[config.mk]
export PLATFORM = sky130hd
export DESIGN_NAME = fifo_frame_reader
export DESIGN_NICKNAME = d
export VERILOG_FILES = /design/src/rtl/fifo_frame_reader.sv
export SDC_FILE = /design/constraint.sdc
export NUM_CORES = 1
export LEC_CHECK = 0
export BUFFER_PORTS_ARGS = -buffer_cell sky130_fd_sc_hd__buf_2
export CAP_MARGIN = 20
export CELL_PAD_IN_SITES_DETAIL_PLACEMENT = 1
export CELL_PAD_IN_SITES_GLOBAL_PLACEMENT = 1
export CORE_MARGIN = 2
export CORE_UTILIZATION = 38
export DETAILED_ROUTE_END_ITERATION = 6
export PLACE_DENSITY = 0.71
export SETUP_SLACK_MARGIN = 0.5
export SYNTH_ARGS = -nofsm -noshare
export SYNTH_HDL_FRONTEND = slang
export SYNTH_SLANG_ARGS = --single-unit
[constraint.sdc]
create_clock -name clk -period 3.3 [get_ports clk]
set_input_delay 0.33 -clock clk [delete_from_list [all_inputs] [get_ports clk]]
set_output_delay 0.33 -clock clk [all_outputs]
set_load 0.1 [all_outputs]
[src/rtl/fifo_frame_reader.sv]
// FIFO frame reader: pops one frame of frame_len words from a FIFO with
// one-cycle read latency and streams them out through a 2-entry skid buffer.
module fifo_frame_reader #(
  parameter int WORD_SIZE = 16,
  parameter int LEN_W     = 8
) (
  input  logic                 clk,
  input  logic                 reset,
  input  logic                 start,
  input  logic [LEN_W-1:0]     frame_len,
  output logic                 busy,
  output logic                 done,
  input  logic                 fifo_empty,
  output logic                 fifo_read,
  input  logic [WORD_SIZE-1:0] fifo_data,
  output logic                 m_valid,
  input  logic                 m_ready,
  output logic [WORD_SIZE-1:0] m_data,
  output logic                 m_last,
  output logic [LEN_W-1:0]     words_sent
);

  typedef enum logic [1:0] {
    S_IDLE,
    S_STREAM,
    S_FLUSH
  } state_t;

  localparam logic [LEN_W-1:0] ONE = LEN_W'(1);

  state_t               state_q, state_d;
  logic [LEN_W-1:0]     len_q, len_d;
  logic [LEN_W-1:0]     issued_q, issued_d;
  logic [LEN_W-1:0]     ws_q, ws_d;
  logic                 done_q, done_d;
  logic                 infl_q, infl_d;
  logic                 infl_last_q, infl_last_d;
  logic [1:0]           occ_q, occ_d;
  logic [WORD_SIZE-1:0] dat0_q, dat0_d;
  logic [WORD_SIZE-1:0] dat1_q, dat1_d;
  logic                 lst0_q, lst0_d;
  logic                 lst1_q, lst1_d;

  logic       pop;
  logic       rd;
  logic [2:0] fill;
  logic [2:0] limit;

  // Credit: buffered + in-flight words after this cycle's pop stay <= 2.
  assign pop   = m_valid & m_ready;
  assign fill  = {1'b0, occ_q} + {2'b00, infl_q};
  assign limit = 3'd2 + {2'b00, pop};
  assign rd    = (state_q == S_STREAM) & ~fifo_empty
               & (issued_q < len_q) & (fill < limit);

  assign fifo_read  = rd;
  assign busy       = (state_q != S_IDLE);
  assign done       = done_q;
  assign m_valid    = (occ_q != 2'd0);
  assign m_data     = dat0_q;
  assign m_last     = m_valid & lst0_q;
  assign words_sent = ws_q;

  always_comb begin
    state_d     = state_q;
    len_d       = len_q;
    issued_d    = issued_q;
    ws_d        = ws_q;
    done_d      = 1'b0;
    infl_d      = rd;
    infl_last_d = infl_last_q;
    occ_d       = occ_q;
    dat0_d      = dat0_q;
    dat1_d      = dat1_q;
    lst0_d      = lst0_q;
    lst1_d      = lst1_q;

    if (rd) begin
      issued_d    = issued_q + ONE;
      infl_last_d = (issued_q == len_q - ONE);
    end

    if (pop) begin
      ws_d = ws_q + ONE;
    end

    unique case (1'b1)
      infl_q & ~pop: begin
        if (occ_q == 2'd0) begin
          dat0_d = fifo_data;
          lst0_d = infl_last_q;
        end else begin
          dat1_d = fifo_data;
          lst1_d = infl_last_q;
        end
        occ_d = occ_q + 2'd1;
      end
      ~infl_q & pop: begin
        dat0_d = dat1_q;
        lst0_d = lst1_q;
        occ_d  = occ_q - 2'd1;
      end
      infl_q & pop: begin
        if (occ_q == 2'd1) begin
          dat0_d = fifo_data;
          lst0_d = infl_last_q;
        end else begin
          dat0_d = dat1_q;
          lst0_d = lst1_q;
          dat1_d = fifo_data;
          lst1_d = infl_last_q;
        end
      end
      default: ;
    endcase

    unique case (state_q)
      S_IDLE: begin
        if (start) begin
          len_d    = frame_len;
          issued_d = '0;
          ws_d     = '0;
          if (frame_len == '0) begin
            done_d = 1'b1;
          end else begin
            state_d = S_STREAM;
          end
        end
      end
      S_STREAM: begin
        if (issued_d == len_q) begin
          state_d = S_FLUSH;
        end
      end
      S_FLUSH: begin
        if (pop && lst0_q) begin
          state_d = S_IDLE;
          done_d  = 1'b1;
        end
      end
      default: state_d = S_IDLE;
    endcase
  end

  always_ff @(posedge clk or posedge reset) begin
    if (reset) begin
      state_q     <= S_IDLE;
      len_q       <= '0;
      issued_q    <= '0;
      ws_q        <= '0;
      done_q      <= 1'b0;
      infl_q      <= 1'b0;
      infl_last_q <= 1'b0;
      occ_q       <= 2'd0;
      dat0_q      <= '0;
      dat1_q      <= '0;
      lst0_q      <= 1'b0;
      lst1_q      <= 1'b0;
    end else begin
      state_q     <= state_d;
      len_q       <= len_d;
      issued_q    <= issued_d;
      ws_q        <= ws_d;
      done_q      <= done_d;
      infl_q      <= infl_d;
      infl_last_q <= infl_last_d;
      occ_q       <= occ_d;
      dat0_q      <= dat0_d;
      dat1_q      <= dat1_d;
      lst0_q      <= lst0_d;
      lst1_q      <= lst1_d;
    end
  end

endmodule

After elaboration in Yosys (flattened, before gate mapping)

Index checks and enable logic that the tools add are counted.

Word-level logic and storage cells: 85
Output and inout bits: 29
Register bits: 65
Bits of input ports: 29

Bitwise operators: 11
$add $sub $neg: 7
Reductions and logical operators: 13
Magnitude comparators: 2
Muxes and demuxes: 28
Equal/unequal tests: 12

Operator list:

| kind                                                  | number |
|---|---|
| two-way mux 16 bit                                    | 4 |
| two-way mux 8 bit                                     | 6 |
| case mux 16 bit (3 select lines)                      | 1 |
| case mux 16 bit (2 select lines)                      | 1 |
| adder 8 x 1 -> 8 bit, second input constant           | 2 |
| == test 8 bit                                         | 2 |
| inequality test 2 bit, second input constant          | 5 |
| bitwise AND 1 bit                                     | 8 |
| zero test 8 bit                                       | 1 |
| less-than comparator 8 bit                            | 1 |
| two-way mux 2 bit                                     | 4 |
| nonzero test 2 bit                                    | 4 |
| subtractor 8 x 1 -> 8 bit, second input constant      | 1 |
| two-way mux 1 bit                                     | 7 |
| case mux 2 bit (3 select lines)                       | 1 |
| == test 2 x 1 -> 1 bit, second input constant         | 2 |
| zero test 2 bit                                       | 2 |
| inequality test 2 x 1 -> 1 bit, second input constant | 2 |
| case mux 1 bit (2 select lines)                       | 2 |
| case mux 2 bit (2 select lines)                       | 1 |
| AND reduction 2 bit                                   | 2 |
| AND reduction 4 bit                                   | 1 |
| adder 2 x 1 -> 3 bit                                  | 1 |
| adder 2 x 1 -> 3 bit, first input constant            | 1 |
| other kinds (9)                                       | 11 |

Longest topological paths before layout

Depth in word-level cells: 9
Gate-level depth with buffers: 11
Mapped depth without buffers: 9

Worst setup path after synthesis

OpenSTA, ideal clock, no wires.

Path kind: register -> register
Start point: reg infl_q
End point: reg state_q[0]
Data arrival time: 2.794 ns
Setup time: 0.120 ns
Required time: 3.180 ns
Path buffers: 0
Stages on the path, launching flop included: 9
Path slack: 0.386 ns
Clock period less this slack: 2.914 ns
Path through: dfrtp_1 -> ha_1 -> or3b_4 -> a211oi_4 -> nand2_2 -> nor2_4 -> mux2i_1 -> a211o_1 -> a31o_1

Word-level cells in the longest chain between the ends: 7

RTL lines:

| what                                            | RTL line | text |
|---|---|---|
| start, declared                                 | 36       | `logic infl_q, infl_d;` |
| start signal, assigned                          | 165      | `infl_q <= infl_d;` |
| adder 2 x 1 -> 3 bit                            | 51       | `assign fill = {1'b0, occ_q} + {2'b00, infl_q};` |
| less-than comparator 3 bit                      | 54       | `& (issued_q < len_q) & (fill < limit);` |
| bitwise AND 1 bit                               | 54       |  |
| named net fifo_read                             | 14       | `output logic fifo_read,` |
| two-way mux 8 bit                               | 78       | `if (rd) begin` |
| == test 8 bit                                   | 131      | `if (issued_d == len_q) begin` |
| inequality test 2 x 1 -> 1 bit (no source line) | --       |  |
| AND reduction 4 bit (no source line)            | --       |  |
| end signal, assigned                            | 160      | `state_q <= state_d;` |
| end, declared                                   | 31       | `state_t state_q, state_d;` |

The timed path passes the listed nets, and every way through them passes these cells.
A chain may end at the register's enable or synchronous reset.

Worst setup path in the final report

Start point: reg occ_q[0]
End point: reg state_q[0]

Word-level cells in the longest chain between the ends: 9
Elaborated cells on any way between the ends: 12
Those cells by class: 2 x add/sub; 1 x order compare; 3 x eq/ne; 1 x mux; 2 x bitwise; 3 x reduce/logical

RTL lines:

| what                                            | RTL line | text |
|---|---|---|
| start, declared                                 | 38       | `logic [1:0] occ_q, occ_d;` |
| start signal, assigned                          | 154      | `occ_q <= 2'd0;` |
| start signal, assigned                          | 167      | `occ_q <= occ_d;` |
| nonzero test 2 bit                              | 59       | `assign m_valid = (occ_q != 2'd0);` |
| bitwise AND 1 bit                               | 50       | `assign pop = m_valid & m_ready;` |
| adder 2 x 1 -> 3 bit                            | 52       | `assign limit = 3'd2 + {2'b00, pop};` |
| less-than comparator 3 bit                      | 54       |  |
| bitwise AND 1 bit                               | 54       |  |
| two-way mux 8 bit                               | 78       |  |
| == test 8 bit                                   | 131      |  |
| inequality test 2 x 1 -> 1 bit (no source line) | --       |  |
| AND reduction 4 bit (no source line) (*)        | --       |  |

Mark *: on every way between the ends. The rest lies on a longest branch, timed or not.

==> metrics.md <==
| Metric | Value |
|---|---|
| CTS buffer count | `9` |
| DRT Pass-1 Iters | `4` |
| RePlAce Congestion | `~0.85` |
| GRT Total Usage | `18.6%` |
| Root Driver | `clkbuf_8` |
| Drt total wl | `8.71 mm` |
| Routed WL per cell | `16.4 um` |
| CP startpoint kind | `register` |
| Port bufs | `57` |
| # DRC | `0` |
| Most frequent cells in the layout | `64 x dfrtp_1, 56 x buf_2, 38 x nand2_1` |
| Gr ovfl total | `0` |
| Final worst-path cycle share | `82.5%` |
| Hold buffer count at CTS | `0` |
| Final min period | `2720 ps` |
| CTS tree | `done` |
| Layout Nets | `462` |
| Worst-Margin Slew | `634 ps` |
| CP Data Required Time | `3530 ps` |
| Clk_lat worst skew | `340 ps` |
| Largest net degree at the start of global routing | `44` |
| Hold crit path type | `in2async` |
| Vias in the first global route | `2942` |
| Via count | `2858` |
| Violated checks | `negative hold slack` |
| Hold Slack | `-7.31 ps` |
| Max Root-Sink Buffers | `2` |
| Slew HR | `57.7%` |
| Post-Syn Area per Cell | `10.1 sq um` |
| Peak Freq | `0.367 GHz` |
| Most common flop cell mapped by yosys | `dfrtp_1` |
| Max FO, Critical Path | `5` |
| Iteration-0 DRC Markers | `129` |
| Yosys warns | `0` |
| Post-Syn Instances | `about 350` |
| Vias/cell | `about 5.4` |
| Antenna cells | `0` |
| Mapped Area | `3510 sq um` |
| Syn-to-layout area delta | `20.1%` |
| Hpwl dp | `6.49 mm` |
| Filler Cells Inserted | `approximately 1100` |
| Unrepaired setup endpoints after global routing | `false` |
| First-pass GRT wire length | `14.8 mm` |
| Post-synth ARST share | `100%` |
| Reg clk slew, reported paths | `70 ps` |
| MaxCap Viol Count | `0` |
| Fin. Hold Viols | `1` |
| Seq/Total Area, Yosys | `46.3%` |
| Count of different cell masters after synthesis | `52` |
| Initial core utilization | `about two fifths` |
| H-Tree Depth | `3` |
| Initial antenna violation count | `0` |
| Row Count | `35` |
| Setup TNS | `0 ps` |
| Max Clock Skew | `7.52 ps` |
| Number of synthesized flops with an enable pin | `0` |
| WP data arrival | `2950 ps` |
| Clk sinks | `65` |
| Ports | `58` |
| Die Y | `100 um` |
| Syn_nets | `395` |
| Status | `finished, violations left` |
| #FFs+latches synth | `65` |
| Core area | `9110 sq um` |
| CP endpoint kind | `register` |
| ANT nets after route | `0` |
| Final Max Tran Viols | `0` |
| Most common cell after layout, fill and taps aside | `dfrtp_1` |
| Die area | `10000 sq um` |
| Layout cells sized above 1 | `28.9%` |
| Crit path kind | `reg2reg` |
| DIE WIDTH | `100 um` |
| Final setup viols | `0` |
==> critical path, cell delays in order, from the launching register on <==
cell and delay, ps:
dfrtp_1 420, ha_2 200, ha_1 180, or3_4 340, a211oi_4 340, nand2_2 150
nor3b_4 240, xnor3_1 240, a211o_1 260, a31o_1 220
==> cells in the mapped netlist (all sizes together) (2+ instances only) <==
master | instances | area share [%]
a21oi | 10 | 1.7
o211ai | 4 | 1.1
mux2i | 3 | 0.85
xor2 | 10 | 2.5
o31ai | 2 | 0.43
a211oi | 4 | 1.2
mux2 | 16 | 5.1
or4 | 3 | 0.64
xnor2 | 14 | 3.5
nor2 | 22 | 2.6
clkbuf | 14 | 1.5
or3 | 3 | 0.68
and3 | 7 | 1.2
nand3 | 3 | 0.43
ha | 18 | 6.4
a21o | 2 | 0.43
dfrtp | 65 | 46
a31o | 2 | 0.50
nor3 | 8 | 1.1
nand4 | 8 | 1.4
nand2 | 39 | 4.2
a211o | 3 | 0.75
inv | 20 | 2.1
nor2b | 2 | 0.36
a22oi | 17 | 3.6
o21ai | 31 | 4.4
==> metal layers <==
layer  GRT usage (%)  vias up  routed length, um
met5               0        -                  0
met4            7.06        0                149
met3            3.27       15                373
met2            30.3       74               4120
met1            24.9     1399               4070
li1                -     1370                  -
==> layout make-up <==
type                       instances  area (sq um)  share of cell area [%]
clock buffer                      12           155                    3.67
clock inverter                     3          40.0                   0.948
inverter                          20          75.1                    1.78
multi-input combinational        249          1800                    42.5
sequential                        65          1630                    38.5
tap                              111           139                    3.29
timing repair buffer              70           389                    9.21
==> registers in the layout, summed over array words and instances, names as in the netlist, 2 cells and up <==
signal,count
issued_q,8
words_sent,8
len_q,8
dat1_q,16
state_q,2
m_data,16
occ_q,2
==> per-stage QoR <==
step / cells / util (%) / instance area, sq um / hold slack (ps) / setup WS (ps)
detailed placement: 510 / 43.4 / 3950 / 383 / 523
global placement: 510 / 43.4 / 3950 / 381 / 612
global route: 530 / 46.4 / 4220 / 35.2 / 470
finish: 530 / 46.4 / 4220 / -7.31 / 576
floorplan: 348 / - / 3520 / 447 / 445
CTS: 526 / 45.7 / 4160 / 12.3 / 514
==> cells by family (layout without fill, tap and decap cells) <==
| group | after synthesis | count (layout) | share of synthesized area, % |
|---|---|---|---|
| mux | 19 | 19 | 5.98 |
| compound gates | 82 | 82 | 15.9 |
| xor+xnor | 25 | 25 | 6.62 |
| buf+inv | 34 | 105 | 3.63 |
| flops | 65 | 65 | 46.3 |
| simple gates | 105 | 105 | 15.2 |
| fa+ha+maj | 18 | 18 | 6.41 |
==> final timing paths <==
path | startpoint | to | slack (ps) | cells past startpoint
worst max-delay path | occ_q[0] | state_q[0] | 580 | 9
worst min-delay path | reset | m_data[0] | -7 | 2
worst max register to register | occ_q[0] | state_q[0] | 580 | 9
worst min register to register | m_data[3] | m_data[3] | 470 | 2
max in group asynchronous | reset | infl_q | 2340 | 3
min in group clk | frame_len[3] | len_q[3] | 210 | 3
==> repair_timing <==
action	in CTS	in global routing
gates resized for setup	2	7
pin swaps	1	4
gates cloned	0	0
endpoints found under the setup margin	1	3
buffers inserted	1	4
Power is left out: the tool's default activity adds up to more than one toggle a clock period on the data nets, which glitch-free logic cannot reach.
